--- config.mk ---
export PLATFORM = sky130hd
export DESIGN_NAME = lfsr_share_ctrl
export DESIGN_NICKNAME = d
export VERILOG_FILES = /design/src/rtl/lfsr_share_ctrl.sv
export SDC_FILE = /design/constraint.sdc
export NUM_CORES = 1
export LEC_CHECK = 0
export BUFFER_PORTS_ARGS = -buffer_cell sky130_fd_sc_hd__buf_2
export CORE_MARGIN = 3
export CORE_UTILIZATION = 40
export CTS_CLUSTER_DIAMETER = 50
export CTS_CLUSTER_SIZE = 25
export DETAILED_ROUTE_END_ITERATION = 16
export HOLD_SLACK_MARGIN = 0.12
export SLEW_MARGIN = 20
export SYNTH_ARGS = -nofsm -noshare
export SYNTH_HDL_FRONTEND = slang
export SYNTH_SLANG_ARGS = --single-unit
--- constraint.sdc ---
create_clock -name clk -period 1.54 [get_ports clk]
set_input_delay 0.154 -clock clk [delete_from_list [all_inputs] [get_ports clk]]
set_output_delay 0.154 -clock clk [all_outputs]
set_load 0.1 [all_outputs]
--- src/rtl/lfsr_share_ctrl.sv ---
// lfsr_share_ctrl: shares one 8-bit Fibonacci LFSR among NREQ round-robin requesters
module lfsr_share_ctrl #(
  parameter int         NREQ         = 4,
  parameter int         WARMUP       = 8,
  parameter logic [7:0] SEED_DEFAULT = 8'h80
) (
  input  logic            clk,
  input  logic            NReset,
  input  logic [NREQ-1:0] req,
  input  logic            seed_we,
  input  logic [7:0]      seed_in,
  output logic [NREQ-1:0] gnt,
  output logic [7:0]      rnd,
  output logic            rnd_valid,
  output logic            ready,
  output logic [7:0]      lfsr_q
);
  localparam int PW = $clog2(NREQ);
  typedef enum logic {WARM, SERVE} state_t;
  localparam state_t START = (WARMUP == 0) ? SERVE : WARM;
  localparam logic [7:0] LAST = 8'(WARMUP - 1);
  state_t          state;
  logic [7:0]      cnt;
  logic [PW-1:0]   ptr;
  logic [PW-1:0]   sel;
  logic            hit;
  logic [7:0]      nxt;
  assign nxt   = {lfsr_q[7] ^ lfsr_q[3] ^ lfsr_q[2] ^ lfsr_q[1], lfsr_q[7:1]};
  assign ready = (state == SERVE);
  // Round-robin pick: lowest requester at or above the pointer, else lowest below it
  always_comb begin
    hit = |req;
    sel = ptr;
    for (int i = NREQ - 1; i >= 0; i--)
      if (req[i] && PW'(i) < ptr) sel = PW'(i);
    for (int i = NREQ - 1; i >= 0; i--)
      if (req[i] && PW'(i) >= ptr) sel = PW'(i);
  end
  // Reset > reseed > warm-up step > grant; grant outputs are one-cycle pulses
  always_ff @(posedge clk) begin
    if (!NReset) begin
      lfsr_q    <= SEED_DEFAULT;
      state     <= START;
      cnt       <= '0;
      ptr       <= '0;
      gnt       <= '0;
      rnd       <= '0;
      rnd_valid <= 1'b0;
    end else begin
      gnt       <= '0;
      rnd_valid <= 1'b0;
      if (seed_we) begin
        lfsr_q <= (seed_in == 8'h00) ? SEED_DEFAULT : seed_in;
        cnt    <= '0;
        state  <= START;
      end else if (state == WARM) begin
        lfsr_q <= nxt;
        cnt    <= cnt + 8'd1;
        if (cnt == LAST) state <= SERVE;
      end else if (hit) begin
        gnt       <= NREQ'(1) << sel;
        rnd       <= lfsr_q;
        rnd_valid <= 1'b1;
        lfsr_q    <= nxt;
        ptr       <= (sel == PW'(NREQ - 1)) ? '0 : sel + 1'b1;
      end
    end
  end
endmodule
# Yosys cells after proc, flatten, opt, wreduce, memory -nomap -nowiden
# Index checks and enable logic that the tools add are counted.
[totals]
regBits = 32
latchBits = 0
mem_bits_rw = 0
romBits = 0
in_bits = 15
output_inout_bits = 22
word_cells = 58
mem_count = 0
[op_classes]
add_sub_neg = 2
multipliers = 0
n_div = 0
order_cmp = 8
eq_ne = 3
n_shift = 1
muxes = 16
bitwise = 7
reduce_logical = 14
[ops]
columns = ["cell", "n"]
rows = [
  ["2-to-1 mux 8 bit", 4],
  ["2-to-1 mux 2 bit", 9],
  ["adder 8 x 1 -> 8 bit, second input constant", 1],
  ["equality test 8 x 3 -> 1 bit, second input constant", 1],
  ["logical AND 1 bit", 8],
  ["logical NOT 8 bit", 1],
  ["OR reduction 4 bit", 2],
  ["greater-or-equal comparator 1 x 2 -> 1 bit, first input constant", 2],
  ["greater-or-equal comparator 2 bit, first input constant", 2],
  ["< comparator 1 x 2 -> 1 bit, first input constant", 2],
  ["< comparator 2 bit, first input constant", 2],
  ["inverter 1 bit", 4],
  ["<< shifter 1 x 2 -> 4 bit, first input constant", 1],
  ["2-to-1 mux 1 bit", 3],
  ["!= test 3 x 2 -> 1 bit, second input constant", 1],
  ["AND reduction 3 bit", 1],
  ["OR reduction 3 bit", 1],
  ["XOR 1 bit", 3],
  ["adder 2 x 1 -> 2 bit, second input constant", 1],
  ["equality test 2 bit, second input constant", 1],
  ["OR reduction 2 bit", 1],
]

# Depth between registers and ports, before layout
# Gate-level depths: netlist of the first run.
[depth]
ltp_word = 12
mapped_depth = 6
ltp_nobuf = 5

# Least setup slack after synthesis of the first run
# No wires, ideal clock.
[synth_timing]
path_kind = "reg-to-reg"
startpoint = "register state (netlist: ready)"
endpoint = "register rnd[3]"
setup_ns = 0.120
t_arrival_ns = 1.802
t_required_ns = 1.420
setup_slack_ns = -0.382
stages_incl_launch_ff = 6
path_buffers = 1
synth_period_minus_slack_ns = 1.922
cell_sequence = "dfxtp_1 > nand2b_2 > nor2_1 > buf_6 > mux2i_1 > nor2b_1"
[synth_via]
elab_chain_len = 1
[synth_rtl]
columns = ["element", "line_no", "source"]
rows = [
  ["start, declared", "22", "state_t state;"],
  ["start signal, assigned", "43", "state <= START;"],
  ["start signal, assigned", "55", "state <= START;"],
  ["start signal, assigned", "59", "if (cnt == LAST) state <= SERVE;"],
  ["AND reduction 3 bit (no source line)", "--", ""],
  ["end signal, assigned", "62", "rnd <= lfsr_q;"],
  ["end, declared", "13", "output logic [7:0] rnd,"],
]
# No other way between the ends.
# A chain may end at the register's enable or synchronous reset.

# Final worst setup path of the first run
[layout_timing]
startpoint = "register state (netlist: ready)"
endpoint = "register lfsr_q[6]"
[layout_via]
elab_chain_len = 2
elab_cells_between_ends = 3
classes_between = "eq/ne: 1; mux: 2"
[layout_rtl]
columns = ["element", "line_no", "source"]
rows = [
  ["2-to-1 mux 8 bit", "56", "end else if (state == WARM) begin"],
  ["2-to-1 mux 8 bit", "52", "if (seed_we) begin"],
  ["end signal, assigned", "53", "lfsr_q <= (seed_in == 8'h00) ? SEED_DEFAULT : seed_in;"],
  ["end signal, assigned", "57", "lfsr_q <= nxt;"],
  ["end signal, assigned", "64", "lfsr_q <= nxt;"],
  ["end, declared", "16", "output logic [7:0] lfsr_q"],
]
# Several ways; a longest one is shown, not always the timed one.

==> impl_metrics.yaml, run 1 <==
outcome:
  outcome: "completed"
flow_run:
  cap_viol_max_count: 0
floorplanning:
  start_util_pct: 42.6
  coreArea_um2: 3420
  rows: 21
  dieArea_um2: 4390
  num_io_pins: 37
  die_width_um: 66.3
  chipHeight_um: 66.3
grt:
  grt_pass1_wl_um: 5050
  grt_max_degree: 21
  grt_pass1_vias: 1183
  track_usage_pct: 15.3
  grt_overflow_total: 0
  antenna_found_initial: 0
sta:
  final-setup-viol-count: 0
  fin_crit_ps: 1400
  tightest_slew_ps: 590
  fin_crit_sh_pct: 90.6
  max_clock_freq_mhz: 717
  rsz0062_at_grt: "no"
  fin_setup_tns_ps: 0
  maxSlewViolCount: 0
  holdWs_ps: 184
  max_slew_margin_pct: 60.6
  fin_skew_ps: 6.64
  postLayoutSetupSlackWorst_ps: 145
  final_hold_viol_count: 0
clocking:
  htree_num_levels: 2
  worstSkewPairLatency_ps: 330
  clk_pin_slew_ps: 100
  clock_sinks: 32
  cts_buffer_depth: 2
  hold_buffers: 0
  root_buffer: "clkbuf_4"
  cts_buffers: 5
  cts_tree: "built"
logic_synthesis:
  syn_avg_cell_area_um2: 9.50
  syn-num-nets: 169
  async_flop_share_pct: 0
  ys_ff_latch: 32
  synth_cells: 153
  synth_warnings: 0
  syn_area_um2: 1450
  ys_types: 33
  synth_top_flop_cell: "dfxtp_1"
  yosysSeqAreaShare_pct: 44.1
  synth_edf_count: 0
placement:
  gp_congestion: 0.775
  place_area_um2: 1670
  post-place-cells: 230
  place_hpwl_um: 2220
  portBuffers: 36
  dp_slack_ps: 84.6
final_layout:
  final_cell_count_no_fill: 238
  final_nets: 207
  diodes: 0
  final_cell_area_um2: 1720
  areaGrowthSynthToFinish_pct: 18.2
  drive_above_1_share_pct: 29.2
  final_util_pct: 50.3
power:
  vdd_drop_max_v: 0.000465
  total_power_mw: 1.56
  power_density_nw_per_um2: 906
  p_leak_nw: 0.807
critical_path:
  crit_buf_inv: 0
  critPathSlowestCell: "nand2b_1"
  crit_chain: "nand2b_2 > nand2b_1 > o211ai_1 > o211a_1"
  worstPathMaxFanout: 16
  cp_slowest_stage_delay_ps: 490
  startpoint_type: "flip-flop"
  crit_required_ps: 1770
  path_delay_family: "simple AND/OR/NAND/NOR gates"
  arrival_ps: 1630
  cp-end-kind: "flip-flop"
  crit_type: "reg -> reg"
route:
  wl_um: 3000
  drc: 0
  first_pass_iters: 4
  drt_iter0_markers: 45
  ant_nets: 0
  vias_per_cell: 4.97
  num_vias: 1183
  avgRoutedWirePerCell_um: 12.6
min_path:
  hp-class: "in -> reg"
[cells in the mapped netlist, types with 4 or more instances]
| cell | count | area share [%] |
|---|---|---|
| nor2_1 | 16 | 4.1 |
| nand2_1 | 15 | 3.9 |
| xor2_1 | 5 | 3.0 |
| a21oi_1 | 5 | 1.7 |
| nor2b_1 | 9 | 3.9 |
| nand2b_1 | 4 | 1.7 |
| xnor2_1 | 5 | 3.0 |
| o211a_1 | 8 | 5.5 |
| mux2i_1 | 15 | 10 |
| dfxtp_1 | 32 | 44 |
[layout make-up]
| class | count | area (um2) |
|---|---|---|
| Multi-Input combinational cell | 111 | 754 |
| Inverter | 3 | 11.3 |
| Clock inverter | 1 | 5.00 |
| Fill cell | 341 | 1700 |
| Clock buffer | 7 | 45.0 |
| Sequential cell | 32 | 649 |
| Timing Repair Buffer | 38 | 195 |
| Tap cell | 46 | 57.6 |
[worst reg2reg max path, cell delays in order, from the launching register on]
cell and delay, ps:
dfxtp_4 380, nand2b_2 90, nand2b_1 490, o211ai_1 180
o211a_1 160
[flip-flops by register name, indices dropped and copies added, names as in the netlist]
register / cells
rnd: 8
ptr: 2
lfsr_q: 8
ready: 1
rnd_valid: 1
cnt: 8
gnt: 4
[path summary, 6_finish.rpt]
kind | start | to | slack, ps | depth (start not counted)
worst max register to register | ready | lfsr_q[6] | 140 | 4
worst min-delay path | NReset | lfsr_q[7] | 180 | 2
worst max-delay path | ready | lfsr_q[6] | 140 | 4
worst min register to register | rnd[0] | rnd[0] | 530 | 2
[cells by family after synthesis]
family	after synthesis	share of synthesized area, %
xor+xnor	10	6.02
compound gates	24	12.6
simple gates	61	21.9
buf+inv	10	4.22
fa+ha+maj	1	0.860
flops	32	44.1
mux	15	10.3
[layout by cell type, fill, tap and decap left out, drive strengths merged]
cell / n
and2: 1
o211ai: 1
nand2b: 5
clkbuf: 7
a21o: 1
inv: 3
o221a: 1
mux2i: 15
xnor2: 5
or4: 1
o21ai: 5
o211a: 8
or2: 1
nand3: 3
o221ai: 1
nor4: 2
xor2: 5
nor3: 3
a21oi: 5
nor2: 16
o21a: 1
nor2b: 9
ha: 1
a311oi: 1
dfxtp: 32
buf: 38
clkinv: 1
and2b: 2
and4b: 1
nand2: 15
and3: 2
[power by group]
part	switching [mW]	leakage, nW	total [mW]	internal, mW
registers	0.0203	0.261	0.864	0.844
clock network	0.269	0.0293	0.446	0.178
logic	0.172	0.516	0.245	0.0733
total	0.461	0.807	1.56	1.09
[per-layer routing]
metal / vias to the layer above / global-route usage [%] / routed length [um]
met4: 0 / 8.88 / 51
met3: 5 / 4.25 / 174
met5: - / 0 / 0
met2: 35 / 24.7 / 1420
met1: 538 / 18.0 / 1350
li1: 605 / - / -
[repair_timing]
item | CTS | global route
gates resized for setup | 0 | 1
setup endpoints to repair | 0 | 3
setup buffers | 0 | 0
(Power assumes the default switching activity.)
==> run 2: changes to the inputs <==
- ABC_CLOCK_PERIOD_IN_PS: default -> 1540
- RECOVER_POWER: default -> 50
- REMOVE_ABC_BUFFERS: default -> 1
==> run 2 against run 1 <==
Effect of this change:
- sequential cell count is the same
- fmax fell by 1.7%
- sequential share of layout area is 0.67 points lower
- register-to-register slack better by 70 ps
- core utilization rose by 0.22 points
- wire length decreased by 2.5%
- clock skew up 1.0 ps
- total power grew 3.5%
- via count down 1.1%
- first-iteration DRC count increased by 22%
- critical path type is now reg -> out
- largest power group unchanged
==> impl_metrics.yaml, run 2 (synthesis gave the netlist of run 1 again) <==
final_layout:
  final_cell_area_um2: 1730
  reg_top3: "cnt (8), lfsr_q (8), rnd (8)"
  final_nets: 208
  diodes: 0
  areaGrowthSynthToFinish_pct: 18.7
  final_cell_mix: "dfxtp_1 (32), buf_2 (22), nor2_1 (16)"
  final_cell_count_no_fill: 239
  drive_above_1_share_pct: 27.5
  multiInputGateArea_um2: 752
  seqCellArea_um2: 641
  nFillCells: 348
  final_common_cell: "dfxtp_1"
grt:
  grt_max_degree: 21
  track_usage_pct: 14.9
  grt_pass1_wl_um: 5040
  grt_overflow_total: 0
  antenna_found_initial: 0
  grt_pass1_vias: 1142
sta:
  tightest_slew_ps: 557
  final-setup-viol-count: 0
  maxSlewViolCount: 0
  fin_skew_ps: 7.67
  max_slew_margin_pct: 62.9
  rsz0062_at_grt: "no"
  holdWs_ps: 185
  fin_crit_ps: 1420
  fin_crit_sh_pct: 92.2
  final_hold_viol_count: 0
  max_clock_freq_mhz: 704
  fin_setup_tns_ps: 0
floorplanning:
  die_width_um: 66.3
  chipHeight_um: 66.3
  coreArea_um2: 3420
  rows: 21
  start_util_pct: 42.6
  num_io_pins: 37
  dieArea_um2: 4390
route:
  vias_per_cell: 4.90
  drt_iter0_markers: 55
  highest_layer: "met4"
  num_vias: 1170
  wl_met2_um: 1370
  avgRoutedWirePerCell_um: 12.2
  drc: 0
  ant_nets: 0
  first_pass_iters: 4
  wl_um: 2920
  wirelength_met1_um: 1340
  met3_length_um: 176
critical_path:
  arrival_ps: 1270
  crit_required_ps: 1390
  r2r_slack_ps: 210
  cp-end-kind: "primary output"
  startpoint_type: "flip-flop"
  crit_type: "reg -> out"
  critPathSlowestCell: "buf_2"
  cp_slowest_stage_delay_ps: 430
  crit_chain: "buf_4 > buf_2"
  worstPathMaxFanout: 6
placement:
  place_area_um2: 1660
  post-place-cells: 231
  gp_congestion: 0.814
  place_hpwl_um: 2150
  portBuffers: 36
clocking:
  hold_buffers: 0
  clk_pin_slew_ps: 100
  cts_tree: "built"
  worstSkewPairLatency_ps: 330
  htree_num_levels: 2
  clock_sinks: 32
  post-cts-setup-buffers: 0
  cts_buffers: 5
  root_buffer: "clkbuf_4"
  cts_resized: 0
  cts_buffer_depth: 2
power:
  p_comb_share_pct: 15.2
  power_density_nw_per_um2: 933
  p_leak_nw: 0.806
  p_sw_share_pct: 29.5
  switchingPower_mw: 0.475
  pwr-share-seq_pct: 53.6
  vdd_drop_max_v: 0.000552
  intPower_mw: 1.13
  power_frac_clock_pct: 31.2
outcome:
  outcome: "completed"
min_path:
  hp-class: "in -> reg"
flow_run:
  cap_viol_max_count: 0
==> run 2: changes by cell type in the layout (fill, tap and decap cells not counted), sizes merged <==
cell    previous run  this run
clkbuf             7        20
buf               38        25
clkinv             1         2
==> run 2: cell type report <==
type	instances	area share [%]
inverters	3	0.653
clock buffers	6	2.97
well taps	46	3.34
repair buffers	39	11.7
multi-input cells	111	43.6
flip-flops and latches	32	37.1
clock inverters	2	0.580
==> run 2: final timing paths <==
path                             start         to  cells after the start
worst max register to register   ready     rnd[6]                      5
worst max-delay path             ready      ready                      2
worst min-delay path            NReset  lfsr_q[7]                      2
worst min register to register  rnd[5]     rnd[5]                      2
==> run 2: critical path: cells and delay by family (launching register included) <==
family / cells / cell delay (ps)
flip-flops: 1 / 360
buffers and inverters: 2 / 580
==> run 2: per-stage QoR <==
stage                     util, %  setup WS [ps]  power (mW)
final                        50.5            120        1.61
after global routing         50.5           56.6        1.69
after CTS                    50.5           96.7        1.63
after detailed placement     48.7            100        1.13
after global placement       48.7            165        1.12
after floorplan                 -           -736        1.06
==> run 2: routing by layer <==
metal / GRT usage [%] / vias to the layer above
met1: 18.6 / 526
met5: 0 / -
li1: - / 606
met2: 23.3 / 34
met3: 5.27 / 4
met4: 6.09 / 0
==> run 2: power groups by stage <==
stage	Clock, mW	Sequential (mW)	Combinational [mW]
floorplan	0	0.983	0.0758
global placement	0	0.882	0.242
detailed placement	0	0.883	0.246
CTS	0.521	0.864	0.247
global route	0.559	0.867	0.262
finish	0.502	0.863	0.244
